==> src/rtl/apb_uart_fifo.sv <==
// APB3 UART with TX/RX FIFOs, a programmable baud divisor, sticky error flags and a level irq.
// The FIFO buffer helper and the UART top both live in this file.

module apb_uart_fifo_buf #(
  parameter int unsigned DEPTH = 8,
  parameter int unsigned WIDTH = 8
) (
  input  logic                       clk,
  input  logic                       rst,
  input  logic                       push,
  input  logic                       pop,
  input  logic [WIDTH-1:0]           wdata,
  output logic [WIDTH-1:0]           rdata_c,
  output logic [$clog2(DEPTH):0]     count_c,
  output logic                       full_c,
  output logic                       empty_c
);
  localparam int unsigned PTR_W = $clog2(DEPTH) + 1;
  localparam int unsigned IDX_W = PTR_W - 1;

  logic [WIDTH-1:0] mem_q [DEPTH];
  logic [PTR_W-1:0] wr_ptr_q, wr_ptr_d;
  logic [PTR_W-1:0] rd_ptr_q, rd_ptr_d;
  logic             pop_ok_c, push_ok_c;

  assign count_c = wr_ptr_q - rd_ptr_q;
  assign full_c  = (count_c == PTR_W'(DEPTH));
  assign empty_c = (count_c == '0);
  assign rdata_c = mem_q[rd_ptr_q[IDX_W-1:0]];

  // A pop frees the slot a simultaneous push needs, so push-when-full still lands.
  always_comb begin
    pop_ok_c  = pop & ~empty_c;
    push_ok_c = push & (~full_c | pop_ok_c);
    wr_ptr_d  = wr_ptr_q + PTR_W'(push_ok_c);
    rd_ptr_d  = rd_ptr_q + PTR_W'(pop_ok_c);
  end

  always_ff @(posedge clk or posedge rst) begin
    if (rst) begin
      wr_ptr_q <= '0;
      rd_ptr_q <= '0;
    end else begin
      wr_ptr_q <= wr_ptr_d;
      rd_ptr_q <= rd_ptr_d;
    end
  end

  always_ff @(posedge clk) begin
    if (push_ok_c) mem_q[wr_ptr_q[IDX_W-1:0]] <= wdata;
  end
endmodule

module apb_uart_fifo #(
  parameter int unsigned FIFO_DEPTH = 8,
  parameter int unsigned DATA_BITS  = 8,
  parameter int unsigned DIV_RESET  = 651
) (
  input  logic        PCLK,
  input  logic        PRESET,
  input  logic [3:0]  PADDR,
  input  logic [31:0] PWDATA,
  input  logic        PWRITE,
  input  logic        PSEL,
  input  logic        PENABLE,
  output logic [31:0] PRDATA,
  output logic        PREADY,
  output logic        PSLVERR,
  output logic        tx,
  input  logic        rx,
  output logic        irq
);
  localparam int unsigned CNT_W = $clog2(FIFO_DEPTH) + 1;
  localparam int unsigned BIT_W = $clog2(DATA_BITS);

  typedef enum logic [1:0] {S_IDLE, S_START, S_DATA, S_STOP} state_e;

  logic [1:0] reg_sel_c;
  logic       access_c, wr_c, rd_c, ctrl_wr_c, w1c_c;

  assign reg_sel_c = PADDR[3:2];
  assign access_c  = PSEL & PENABLE;
  assign wr_c      = access_c & PWRITE;
  assign rd_c      = access_c & ~PWRITE;
  assign ctrl_wr_c = wr_c & (reg_sel_c == 2'd3);
  assign w1c_c     = wr_c & (reg_sel_c == 2'd0);
  assign PREADY    = access_c;
  assign PSLVERR   = 1'b0;

  logic unused_c;
  assign unused_c = ^{PADDR[1:0], PWDATA[31:18]};

  // Register state
  logic [15:0]          div_q, div_d, tick_cnt_q, tick_cnt_d, div_eff_c;
  logic                 rx_irq_en_q, rx_irq_en_d, tx_irq_en_q, tx_irq_en_d;
  logic                 overrun_q, overrun_d, frame_err_q, frame_err_d;
  logic                 irq_q, irq_d, tick_c;
  state_e               tx_state_q, tx_state_d, rx_state_q, rx_state_d;
  logic [DATA_BITS-1:0] tx_shift_q, tx_shift_d, rx_shift_q, rx_shift_d;
  logic [BIT_W-1:0]     tx_bit_q, tx_bit_d, rx_bit_q, rx_bit_d;
  logic [3:0]           tx_tcnt_q, tx_tcnt_d, rx_tcnt_q, rx_tcnt_d;
  logic                 tx_q, tx_d;
  logic [1:0]           sync_q, sync_d;
  logic                 rx_s_c, tx_busy_c;

  // FIFO interfaces
  logic                 tx_push_c, tx_pop_c, tx_full_c, tx_empty_c;
  logic                 rx_push_c, rx_pop_c, rx_full_c, rx_empty_c;
  logic                 fe_set_c, ov_set_c;
  logic [DATA_BITS-1:0] tx_rdata_c, rx_rdata_c;
  logic [CNT_W-1:0]     tx_count_c, rx_count_c;

  assign tx_push_c = wr_c & (reg_sel_c == 2'd1);
  assign rx_pop_c  = rd_c & (reg_sel_c == 2'd2) & ~rx_empty_c;
  assign rx_s_c    = sync_q[1];
  assign tx_busy_c = (tx_state_q != S_IDLE);
  assign tx        = tx_q;
  assign irq       = irq_q;

  apb_uart_fifo_buf #(.DEPTH(FIFO_DEPTH), .WIDTH(DATA_BITS)) u_tx_fifo (
    .clk(PCLK), .rst(PRESET), .push(tx_push_c), .pop(tx_pop_c),
    .wdata(PWDATA[DATA_BITS-1:0]), .rdata_c(tx_rdata_c), .count_c(tx_count_c),
    .full_c(tx_full_c), .empty_c(tx_empty_c)
  );

  apb_uart_fifo_buf #(.DEPTH(FIFO_DEPTH), .WIDTH(DATA_BITS)) u_rx_fifo (
    .clk(PCLK), .rst(PRESET), .push(rx_push_c), .pop(rx_pop_c),
    .wdata(rx_shift_q), .rdata_c(rx_rdata_c), .count_c(rx_count_c),
    .full_c(rx_full_c), .empty_c(rx_empty_c)
  );

  // Register map read mux, live only during the access phase
  always_comb begin
    PRDATA = 32'd0;
    if (access_c) begin
      case (reg_sel_c)
        2'd0: PRDATA = {17'd0, 4'(rx_count_c), 4'(tx_count_c), tx_busy_c, frame_err_q,
                        overrun_q, rx_full_c, rx_empty_c, tx_full_c, tx_empty_c};
        2'd2: PRDATA = rx_empty_c ? 32'd0 : 32'(rx_rdata_c);
        2'd3: PRDATA = {14'd0, tx_irq_en_q, rx_irq_en_q, div_q};
        default: PRDATA = 32'd0;
      endcase
    end
  end

  // Control registers, tick generator, sticky flags and irq
  always_comb begin
    div_d       = div_q;
    rx_irq_en_d = rx_irq_en_q;
    tx_irq_en_d = tx_irq_en_q;
    if (ctrl_wr_c) begin
      div_d       = PWDATA[15:0];
      rx_irq_en_d = PWDATA[16];
      tx_irq_en_d = PWDATA[17];
    end
    div_eff_c   = (div_q == 16'd0) ? 16'd1 : div_q;
    tick_c      = (tick_cnt_q >= div_eff_c - 16'd1);
    tick_cnt_d  = (ctrl_wr_c || tick_c) ? 16'd0 : tick_cnt_q + 16'd1;
    ov_set_c    = rx_push_c & rx_full_c & ~rx_pop_c;
    overrun_d   = ov_set_c | (overrun_q & ~(w1c_c & PWDATA[4]));
    frame_err_d = fe_set_c | (frame_err_q & ~(w1c_c & PWDATA[5]));
    irq_d       = (rx_irq_en_q & ~rx_empty_c) | (tx_irq_en_q & tx_empty_c & ~tx_busy_c)
                | overrun_q | frame_err_q;
  end

  // TX framer
  always_comb begin
    tx_state_d = tx_state_q;
    tx_shift_d = tx_shift_q;
    tx_bit_d   = tx_bit_q;
    tx_tcnt_d  = tx_tcnt_q;
    tx_d       = tx_q;
    tx_pop_c   = 1'b0;
    case (tx_state_q)
      S_IDLE: begin
        tx_d = 1'b1;
        if (!tx_empty_c) begin
          tx_pop_c   = 1'b1;
          tx_shift_d = tx_rdata_c;
          tx_bit_d   = '0;
          tx_tcnt_d  = 4'd0;
          tx_d       = 1'b0;
          tx_state_d = S_START;
        end
      end
      S_START: if (tick_c) begin
        tx_tcnt_d = tx_tcnt_q + 4'd1;
        if (tx_tcnt_q == 4'd15) begin
          tx_d       = tx_shift_q[0];
          tx_state_d = S_DATA;
        end
      end
      S_DATA: if (tick_c) begin
        tx_tcnt_d = tx_tcnt_q + 4'd1;
        if (tx_tcnt_q == 4'd15) begin
          tx_shift_d = tx_shift_q >> 1;
          if (tx_bit_q == BIT_W'(DATA_BITS - 1)) begin
            tx_d       = 1'b1;
            tx_state_d = S_STOP;
          end else begin
            tx_bit_d = tx_bit_q + BIT_W'(1);
            tx_d     = tx_shift_q[1];
          end
        end
      end
      S_STOP: if (tick_c) begin
        tx_tcnt_d = tx_tcnt_q + 4'd1;
        if (tx_tcnt_q == 4'd15) tx_state_d = S_IDLE;
      end
      default: tx_state_d = S_IDLE;
    endcase
  end

  // RX deframer: half-bit start qualification, then centre sampling
  always_comb begin
    sync_d     = {sync_q[0], rx};
    rx_state_d = rx_state_q;
    rx_shift_d = rx_shift_q;
    rx_bit_d   = rx_bit_q;
    rx_tcnt_d  = rx_tcnt_q;
    rx_push_c  = 1'b0;
    fe_set_c   = 1'b0;
    case (rx_state_q)
      S_IDLE: if (!rx_s_c) begin
        rx_tcnt_d  = 4'd0;
        rx_state_d = S_START;
      end
      S_START: if (tick_c) begin
        rx_tcnt_d = rx_tcnt_q + 4'd1;
        if (rx_tcnt_q == 4'd7) begin
          rx_tcnt_d  = 4'd0;
          rx_bit_d   = '0;
          rx_state_d = rx_s_c ? S_IDLE : S_DATA;
        end
      end
      S_DATA: if (tick_c) begin
        rx_tcnt_d = rx_tcnt_q + 4'd1;
        if (rx_tcnt_q == 4'd15) begin
          rx_shift_d = {rx_s_c, rx_shift_q[DATA_BITS-1:1]};
          if (rx_bit_q == BIT_W'(DATA_BITS - 1)) rx_state_d = S_STOP;
          else rx_bit_d = rx_bit_q + BIT_W'(1);
        end
      end
      S_STOP: if (tick_c) begin
        rx_tcnt_d = rx_tcnt_q + 4'd1;
        if (rx_tcnt_q == 4'd15) begin
          rx_push_c  = 1'b1;
          fe_set_c   = ~rx_s_c;
          rx_state_d = S_IDLE;
        end
      end
      default: rx_state_d = S_IDLE;
    endcase
  end

  always_ff @(posedge PCLK or posedge PRESET) begin
    if (PRESET) begin
      div_q       <= 16'(DIV_RESET);
      tick_cnt_q  <= 16'd0;
      rx_irq_en_q <= 1'b0;
      tx_irq_en_q <= 1'b0;
      overrun_q   <= 1'b0;
      frame_err_q <= 1'b0;
      irq_q       <= 1'b0;
      tx_state_q  <= S_IDLE;
      tx_shift_q  <= '0;
      tx_bit_q    <= '0;
      tx_tcnt_q   <= 4'd0;
      tx_q        <= 1'b1;
      sync_q      <= 2'b11;
      rx_state_q  <= S_IDLE;
      rx_shift_q  <= '0;
      rx_bit_q    <= '0;
      rx_tcnt_q   <= 4'd0;
    end else begin
      div_q       <= div_d;
      tick_cnt_q  <= tick_cnt_d;
      rx_irq_en_q <= rx_irq_en_d;
      tx_irq_en_q <= tx_irq_en_d;
      overrun_q   <= overrun_d;
      frame_err_q <= frame_err_d;
      irq_q       <= irq_d;
      tx_state_q  <= tx_state_d;
      tx_shift_q  <= tx_shift_d;
      tx_bit_q    <= tx_bit_d;
      tx_tcnt_q   <= tx_tcnt_d;
      tx_q        <= tx_d;
      sync_q      <= sync_d;
      rx_state_q  <= rx_state_d;
      rx_shift_q  <= rx_shift_d;
      rx_bit_q    <= rx_bit_d;
      rx_tcnt_q   <= rx_tcnt_d;
    end
  end
endmodule

==> config.mk <==
export PLATFORM = sky130hd
export DESIGN_NAME = apb_uart_fifo
export DESIGN_NICKNAME = d
export VERILOG_FILES = /design/src/rtl/apb_uart_fifo.sv
export SDC_FILE = /design/constraint.sdc
export NUM_CORES = 1
export LEC_CHECK = 0
export CAP_MARGIN = 20
export CORE_MARGIN = 8
export CORE_UTILIZATION = 50
export CTS_BUF_LIST = sky130_fd_sc_hd__clkbuf_4
export CTS_CLUSTER_DIAMETER = 200
export DETAILED_ROUTE_END_ITERATION = 10
export PLACE_DENSITY = 0.79
export SLEW_MARGIN = 20
export SYNTH_ARGS = -nofsm -noshare
export SYNTH_HDL_FRONTEND = slang
export SYNTH_SLANG_ARGS = --single-unit
==> constraint.sdc <==
create_clock -name PCLK -period 6.48 [get_ports PCLK]
set_input_delay 0.972 -clock PCLK [delete_from_list [all_inputs] [get_ports PCLK]]
set_output_delay 0.972 -clock PCLK [all_outputs]
set_load 0.1 [all_outputs]
==> results of run 1 <==
==> registers in the layout, indices dropped and copies added, names as in the netlist, 2 cells and up, named ones only <==
signal / count
u_rx_fifo.wr_ptr_q: 4
rx_tcnt_q: 4
sync_q: 2
rx_bit_q: 3
tx_tcnt_q: 4
rx_shift_q: 8
div_q: 16
tx_shift_q: 8
tx_bit_q: 3
u_tx_fifo.rd_ptr_q: 4
tick_cnt_q: 16
u_tx_fifo.mem_q: 64
u_rx_fifo.rd_ptr_q: 4
tx_state_q: 2
u_rx_fifo.mem_q: 64
u_tx_fifo.wr_ptr_q: 4
==> worst max-delay path, cell delays in order, from the launching register on <==
cell	delay, ns
dfrtp_1	0.64
clkinv_1	0.44
ha_1	0.45
o21a_1	0.13
or3_1	0.37
a31oi_1	0.55
nand2_1	0.13
a31oi_1	0.29
clkdlybuf4s50_1	1.18
==> layout make-up <==
class                      count  area, µm²  share of cell area [%]
multi-input combinational    508       4030                    34.0
clock buffer                  86        646                    5.44
antenna                        1       2.50                  0.0211
clock inverter                15        106                   0.897
tap                          270        338                    2.85
sequential                   218       6110                    51.5
inverter                      26        100                   0.844
timing repair buffer          56        533                    4.49
==> cell families (layout without fill, tap and decap cells) <==
logic type / count (synthesis) / count (layout)
XOR/XNOR: 38 / 38
flip-flops: 218 / 218
other: 1 / 16
adder cells (fa/ha/maj): 45 / 45
buffers and inverters: 68 / 183
multiplexers: 81 / 81
AO/OA/AOI/OAI: 89 / 89
AND/OR/NAND/NOR: 240 / 240
==> final timing paths <==
check	from	endpoint	slack (ns)	cells after the start
max in group asynchronous	PRESET	rx_bit_q[1]$_DFFE_PP0P_	4.65	3
worst max register to register	div_q[11]$_DFFE_PP0P_	u_rx_fifo.mem_q[1][4]$_DFFE_PP_	1.08	19
min in group asynchronous	PRESET	tick_cnt_q[12]$_DFF_PP0_	0.69	2
worst min-delay path	sync_q[0]$_DFF_PP1_	sync_q[1]$_DFF_PP1_	0.34	0
worst min register to register	sync_q[0]$_DFF_PP1_	sync_q[1]$_DFF_PP1_	0.34	0
worst max-delay path	u_rx_fifo.rd_ptr_q[2]$_DFF_PP0_	PRDATA[1]	0.62	8
==> metrics by stage <==
| stage | power (mW) | hold slack, ns | utilization (%) | setup WS (ns) | cell area, µm² |
|---|---|---|---|---|---|
| CTS | 4.39 | 0.343 | 58.4 | 0.579 | 11900 |
| detailed placement | 3.18 | 0.347 | 54.7 | 1.03 | 11100 |
| finish | 4.35 | 0.342 | 58.4 | 0.624 | 11900 |
| floorplan | 2.85 | 0.345 | - | 1.14 | 10500 |
| global placement | 3.15 | 0.346 | 54.7 | 1.16 | 11100 |
| global route | 4.61 | 0.352 | 58.4 | 0.323 | 11900 |
==> power by group <==
group          switching (mW)  internal [mW]  leakage, nW
sequential              0.174           1.61         2.20
combinational           0.783          0.591         1.98
clock                   0.542          0.650        0.445
total                    1.50           2.85         4.62
==> metal layers <==
layer  global-route usage, %  up-vias
met5                       0        -
met4                    5.86        0
met3                    3.47       43
met2                    27.6      200
met1                    20.0     3214
li1                        -     3058
==> Yosys cell counts, types with 3 or more instances <==
cell type | count | area share (%)
buf_2 | 5 | 0.24
xor2_1 | 19 | 1.6
edfxtp_1 | 128 | 37
o31ai_1 | 3 | 0.22
a211o_1 | 3 | 0.25
or4_1 | 3 | 0.22
and3_1 | 14 | 0.84
inv_1 | 23 | 0.83
dfrtp_1 | 82 | 20
dfstp_2 | 8 | 2.0
xnor2_1 | 19 | 1.6
o21ai_0 | 17 | 0.82
a21o_1 | 6 | 0.43
mux4_2 | 32 | 6.9
o21a_1 | 3 | 0.22
nand2_1 | 76 | 2.7
nand4_1 | 6 | 0.36
mux2_2 | 37 | 4.0
clkbuf_1 | 19 | 0.69
a221oi_1 | 3 | 0.25
nor2b_1 | 7 | 0.42
nor4_1 | 3 | 0.18
nor3b_1 | 4 | 0.29
buf_4 | 15 | 1.1
a31oi_1 | 8 | 0.48
ha_1 | 43 | 5.2
nand2b_1 | 6 | 0.36
nor3_1 | 22 | 1.1
nand3_1 | 20 | 0.96
nor2_1 | 58 | 2.1
mux2i_1 | 12 | 1.2
and2_1 | 9 | 0.54
a21oi_1 | 20 | 0.96
==> reports/metrics.cfg, run 1 <==
[die]
die_w_um = 160
die_area_mm2 = 0.0257
io_pins = 78
initial_core_util_pct = 51.2
die_h_um = 160
rows = 52
core-area_mm2 = 0.0203

[synthesis]
synth_compound_area_share_pct = 6.14
synth_cell_types = 69
netlist_area_mm2 = 0.0104
syn_avg_cell_area_um2 = 13.3
synth.area.mux_share_pct = 12.1
synth_adder_area_share_pct = 5.56
ys_ff_latch = 218
yosys_warnings = 0
synth_top_family_by_area = multiplexers
synth_simple_gate_area_share_pct = 11.1
synth-xor-area-share_pct = 3.20
synth-edff-count = 128
synthFlopType = edfxtp_1
async_flop_share_pct = 41.3
syn_inst = 780
ys_seq_area_share_pct = 58.7

[layout]
syn_to_final_growth_pct = 14.1
layout_commonest_cell = edfxtp_1
layout.cells.non_filler = 1180
nets = 951
final_layout_size_suffix_gt1_share_pct = 21.7
final_cell_mix = edfxtp_1 (128), clkbuf_4 (86), dfrtp_1 (82), nand2_1 (76), nor2_1 (58)
fillers = 1616

[global_routing]
globalRouteOverflowTotal = 0
grt_pass1_wl_mm = 33.8
antenna_found_initial = 1
grt_max_degree = 50
grt_pass1_vias = 6603
grt_usage_pct = 16.2

[worst_setup_path]
crit_fanout = 11
crit_required_ns = 5.51
cp-start-kind = flip-flop
worstSetupEndpointType = output port
crit_type = reg2out
arrival_ns = 4.88

[cts]
clk_latency_ns = 0.69
tritoncts = yes
hold_buffers = 0
cts_setup_buffers = 0
cts_resized = 0
clk_pin_slew_worst_paths_ns = 0.07
clockBufferDepth = 3
clock-root-buffer = clkbuf_4
cts_sinks = 218
htree_levels = 2
cts_buffers = 54

[routing]
vias_per_cell = 5.52
antenna_left = 0
drcViolationCount = 0
drtIter0Drc = 501
wl_per_cell_um = 17.8
wl_mm = 21.0
dr.pass1.iters = 5
top_layer = met4
vias = 6515
routed-wl-met2_mm = 10.5
wl_met3_mm = 1.36
m1WireLength_mm = 8.67

[pwr]
power.density_mw_per_mm2 = 367
p_leak_nw = 4.62
vdd_ir_drop_max_mv = 0.225

[place]
port-buffer-count = 46
dp.cells = 1078
post-dp-hpwl_mm = 14.4
place_congestion = 0.813

[sta]
max_freq_ghz = 0.171
fin_tns_setup_ns = 0
tightest_slew_ns = 1.06
finalSetupViolations = 0
finalHoldViolations = 0
rsz0062_at_grt = false
fin_crit_ns = 5.86
skew_ns = 0.0873
finalCritPeriodShare_pct = 90.4
maxSlewViolCount = 0
slew_headroom_pct = 29.4

[outcome]
status = completed

[flow_run]
maxCapViolCount = 0

[min_path]
min_path_type = reg2reg

Note: power is estimated with default switching activity, not from simulation.
==> run 2: changes to the inputs <==
HOLD_SLACK_MARGIN = 0.06   (was not set)
==> results of run 2 <==
Same layout as run 1: the final DEF is identical, and so are final timing and power.
==> run 3: changes to the inputs <==
==> constraint.sdc (replaced) <==
create_clock -name PCLK -period 6.48 [get_ports PCLK]
set_input_delay 1.296 -clock PCLK [delete_from_list [all_inputs] [get_ports PCLK]]
set_output_delay 1.296 -clock PCLK [all_outputs]
set_load 0.1 [all_outputs]
==> run 3 against run 2 <==
  * Power shrank 1.8%
  * Core utilization shrank 0.42 points
  * Global-route usage grew 0.20 points
  * First-iteration DRC count shrank 26%
  * Maximum frequency is essentially flat
  * Sequential share of layout area up 0.37 points
  * Combinational power hardly changed
  * Cell count is the same
  * Largest power group unchanged
==> reports/metrics.cfg, run 3 (synthesis gave the netlist of run 1 again) <==
[global_routing]
grt-busiest-layer = met2  ; unchanged
grt_use_met3_pct = 3.96  ; was 3.47%
grt_max_degree = 56  ; was 50
globalRouteOverflowTotal = 0  ; unchanged
grt_pass1_wl_mm = 34.0  ; was 33.8 mm
grt_usage_pct = 16.4  ; was 16.2%
antenna_found_initial = 2  ; was 1
grt_pass1_vias = 6627  ; was 6,603
met2_usage_pct = 28.3  ; was 27.6%
grtUsageMet1_pct = 19.5  ; was 20.0%

[layout]
syn_to_final_growth_pct = 13.2  ; was 14.1%
multi_input_area_mm2 = 0.00403  ; unchanged
fillers = 1645  ; was 1,616
final_cell_mix = edfxtp_1 (128), dfrtp_1 (82), nand2_1 (76), clkbuf_4 (75), nor2_1 (58)  ; was edfxtp_1 (128), clkbuf_4 (86), dfrtp_1 (82), nand2_1 (76), nor2_1 (58)
final_layout_size_suffix_gt1_share_pct = 22.4  ; was 21.7%
regArea_mm2 = 0.00611  ; unchanged
finish.instance_area_mm2 = 0.0118  ; was 0.0119 mm²
layout_commonest_cell = edfxtp_1  ; unchanged
nets = 953  ; was 951

[sta]
tightest_slew_ns = 1.07  ; was 1.06 ns
max_freq_ghz = 0.171  ; about the same
finalWorstSetupSlack_ns = 0.619  ; was 0.624 ns
finalCritPeriodShare_pct = 90.5  ; was 90.4%
maxSlewViolCount = 0  ; unchanged
fin_tns_setup_ns = 0  ; unchanged
finalHoldViolations = 0  ; unchanged
hold_slack_ns = 0.354  ; was 0.342 ns
fin_crit_ns = 5.86  ; about the same
finalSetupViolations = 0  ; unchanged
rsz0062_at_grt = false  ; unchanged
skew_ns = 0.0699  ; was 0.0873 ns
slew_headroom_pct = 28.3  ; was 29.4%

[pwr]
power.density_mw_per_mm2 = 363  ; was 367 mW/mm²
vdd_ir_drop_max_mv = 0.178  ; was 0.225 mV
switchingPower_mw = 1.49  ; was 1.50 mW
intPower_mw = 2.78  ; was 2.85 mW
swShare_pct = 35.0  ; was 34.5%
p_leak_nw = 4.62  ; about the same
comb_power_share_pct = 32.2  ; was 31.6%
clockPowerShare_pct = 26.1  ; was 27.4%
p_seq_share_pct = 41.6  ; was 41.0%

[cts]
cts_resized = 0  ; unchanged
clock-root-buffer = clkbuf_4  ; unchanged
hold_buffers = 0  ; unchanged
tritoncts = yes  ; unchanged
clk_latency_ns = 0.68  ; was 0.69 ns
htree_levels = 2  ; unchanged
cts_setup_buffers = 0  ; unchanged
cts_sinks = 218  ; unchanged
clockBufferDepth = 3  ; unchanged
clk_pin_slew_worst_paths_ns = 0.06  ; was 0.07 ns
cts_buffers = 53  ; was 54

[die]
rows = 52  ; unchanged
die_area_mm2 = 0.0257  ; unchanged
die_w_um = 160  ; unchanged
initial_core_util_pct = 51.2  ; unchanged
io_pins = 78  ; unchanged
core-area_mm2 = 0.0203  ; unchanged
die_h_um = 160  ; unchanged

[place]
post-dp-hpwl_mm = 14.3  ; was 14.4 mm
pre_cts_slack_ns = 1.07  ; was 1.03 ns
place_congestion = 0.833  ; was 0.813
place_area_mm2 = 0.0111  ; about the same
port-buffer-count = 46  ; unchanged

[routing]
vias_per_cell = 5.47  ; was 5.52
dr.pass1.iters = 6  ; was 5
vias = 6449  ; was 6,515
wl_per_cell_um = 17.7  ; was 17.8 µm
antenna_left = 0  ; unchanged
wl_mm = 20.9  ; was 21.0 mm
drtIter0Drc = 373  ; was 501
drcViolationCount = 0  ; unchanged

[outcome]
status = completed  ; unchanged

[worst_setup_path]
worstSetupEndpointType = output port  ; unchanged
arrival_ns = 4.57  ; was 4.88 ns
crit_required_ns = 5.18  ; was 5.51 ns
crit_fanout = 11  ; unchanged
crit_type = reg2out  ; unchanged
cp-start-kind = flip-flop  ; unchanged

[min_path]
min_path_type = reg2reg  ; unchanged

[flow_run]
maxCapViolCount = 0  ; unchanged

==> run 3: changes by cell type in the layout (fill, tap and decap cells not counted), sizes merged <==
cell / delta
clkbuf: -11
clkinvlp: +1
clkinv: +7
clkdlybuf4s50: -16
buf: +19
==> run 3: critical path: stages (launching register included) <==
cell	delay, ns
dfrtp_1	0.63
clkinv_1	0.43
ha_1	0.44
o21a_1	0.13
or3_1	0.38
and2_1	0.22
a221oi_1	0.27
o221a_2	0.26
clkdlybuf4s50_1	1.14
==> run 3: power by group through the flow <==
stage | clock network, mW | registers [mW] | logic, mW
floorplan | 0 | 1.76 | 1.09
global placement | 0 | 1.80 | 1.35
detailed placement | 0 | 1.80 | 1.38
CTS | 1.15 | 1.78 | 1.39
global route | 1.22 | 1.80 | 1.52
finish | 1.12 | 1.78 | 1.38
==> run 3: per-stage QoR <==
stage	util [%]	total power, mW	cells
final	58.0	4.27	1180
after global routing	58.0	4.53	1180
after CTS	58.0	4.31	1179
after detailed placement	54.6	3.18	1081
after global placement	54.6	3.14	1081
after floorplan	-	2.85	794
==> run 3: path summary, 6_finish.rpt <==
path                                                 start  slack (ns)  cells past startpoint                         endpoint
max                        u_rx_fifo.rd_ptr_q[2]$_DFF_PP0_        0.62                      8                        PRDATA[2]
max reg2reg                          div_q[11]$_DFFE_PP0P_        1.14                     19  u_rx_fifo.mem_q[1][3]$_DFFE_PP_
min in group asynchronous                           PRESET        1.01                      2            div_q[12]$_DFFE_PP0P_
min reg2reg                            sync_q[0]$_DFF_PP1_        0.35                      0              sync_q[1]$_DFF_PP1_
min                                    sync_q[0]$_DFF_PP1_        0.35                      0              sync_q[1]$_DFF_PP1_
max in group asynchronous                           PRESET        4.34                      3        rx_shift_q[5]$_DFFE_PP0P_
==> run 3: final cells by class <==
type | count | share of cell area [%]
repair buffers | 59 | 4.38
clock buffers | 75 | 4.78
flip-flops and latches | 218 | 51.9
clock inverters | 23 | 1.03
well taps | 270 | 2.87
inverters | 26 | 0.850
diodes | 1 | 0.0213
multi-input cells | 508 | 34.2
==> run 3: routing by layer <==
layer	wire, µm	up-vias
met1	8630	3169
met3	1210	39
met4	445	2
met5	13	-
li1	-	3075
met2	10600	164
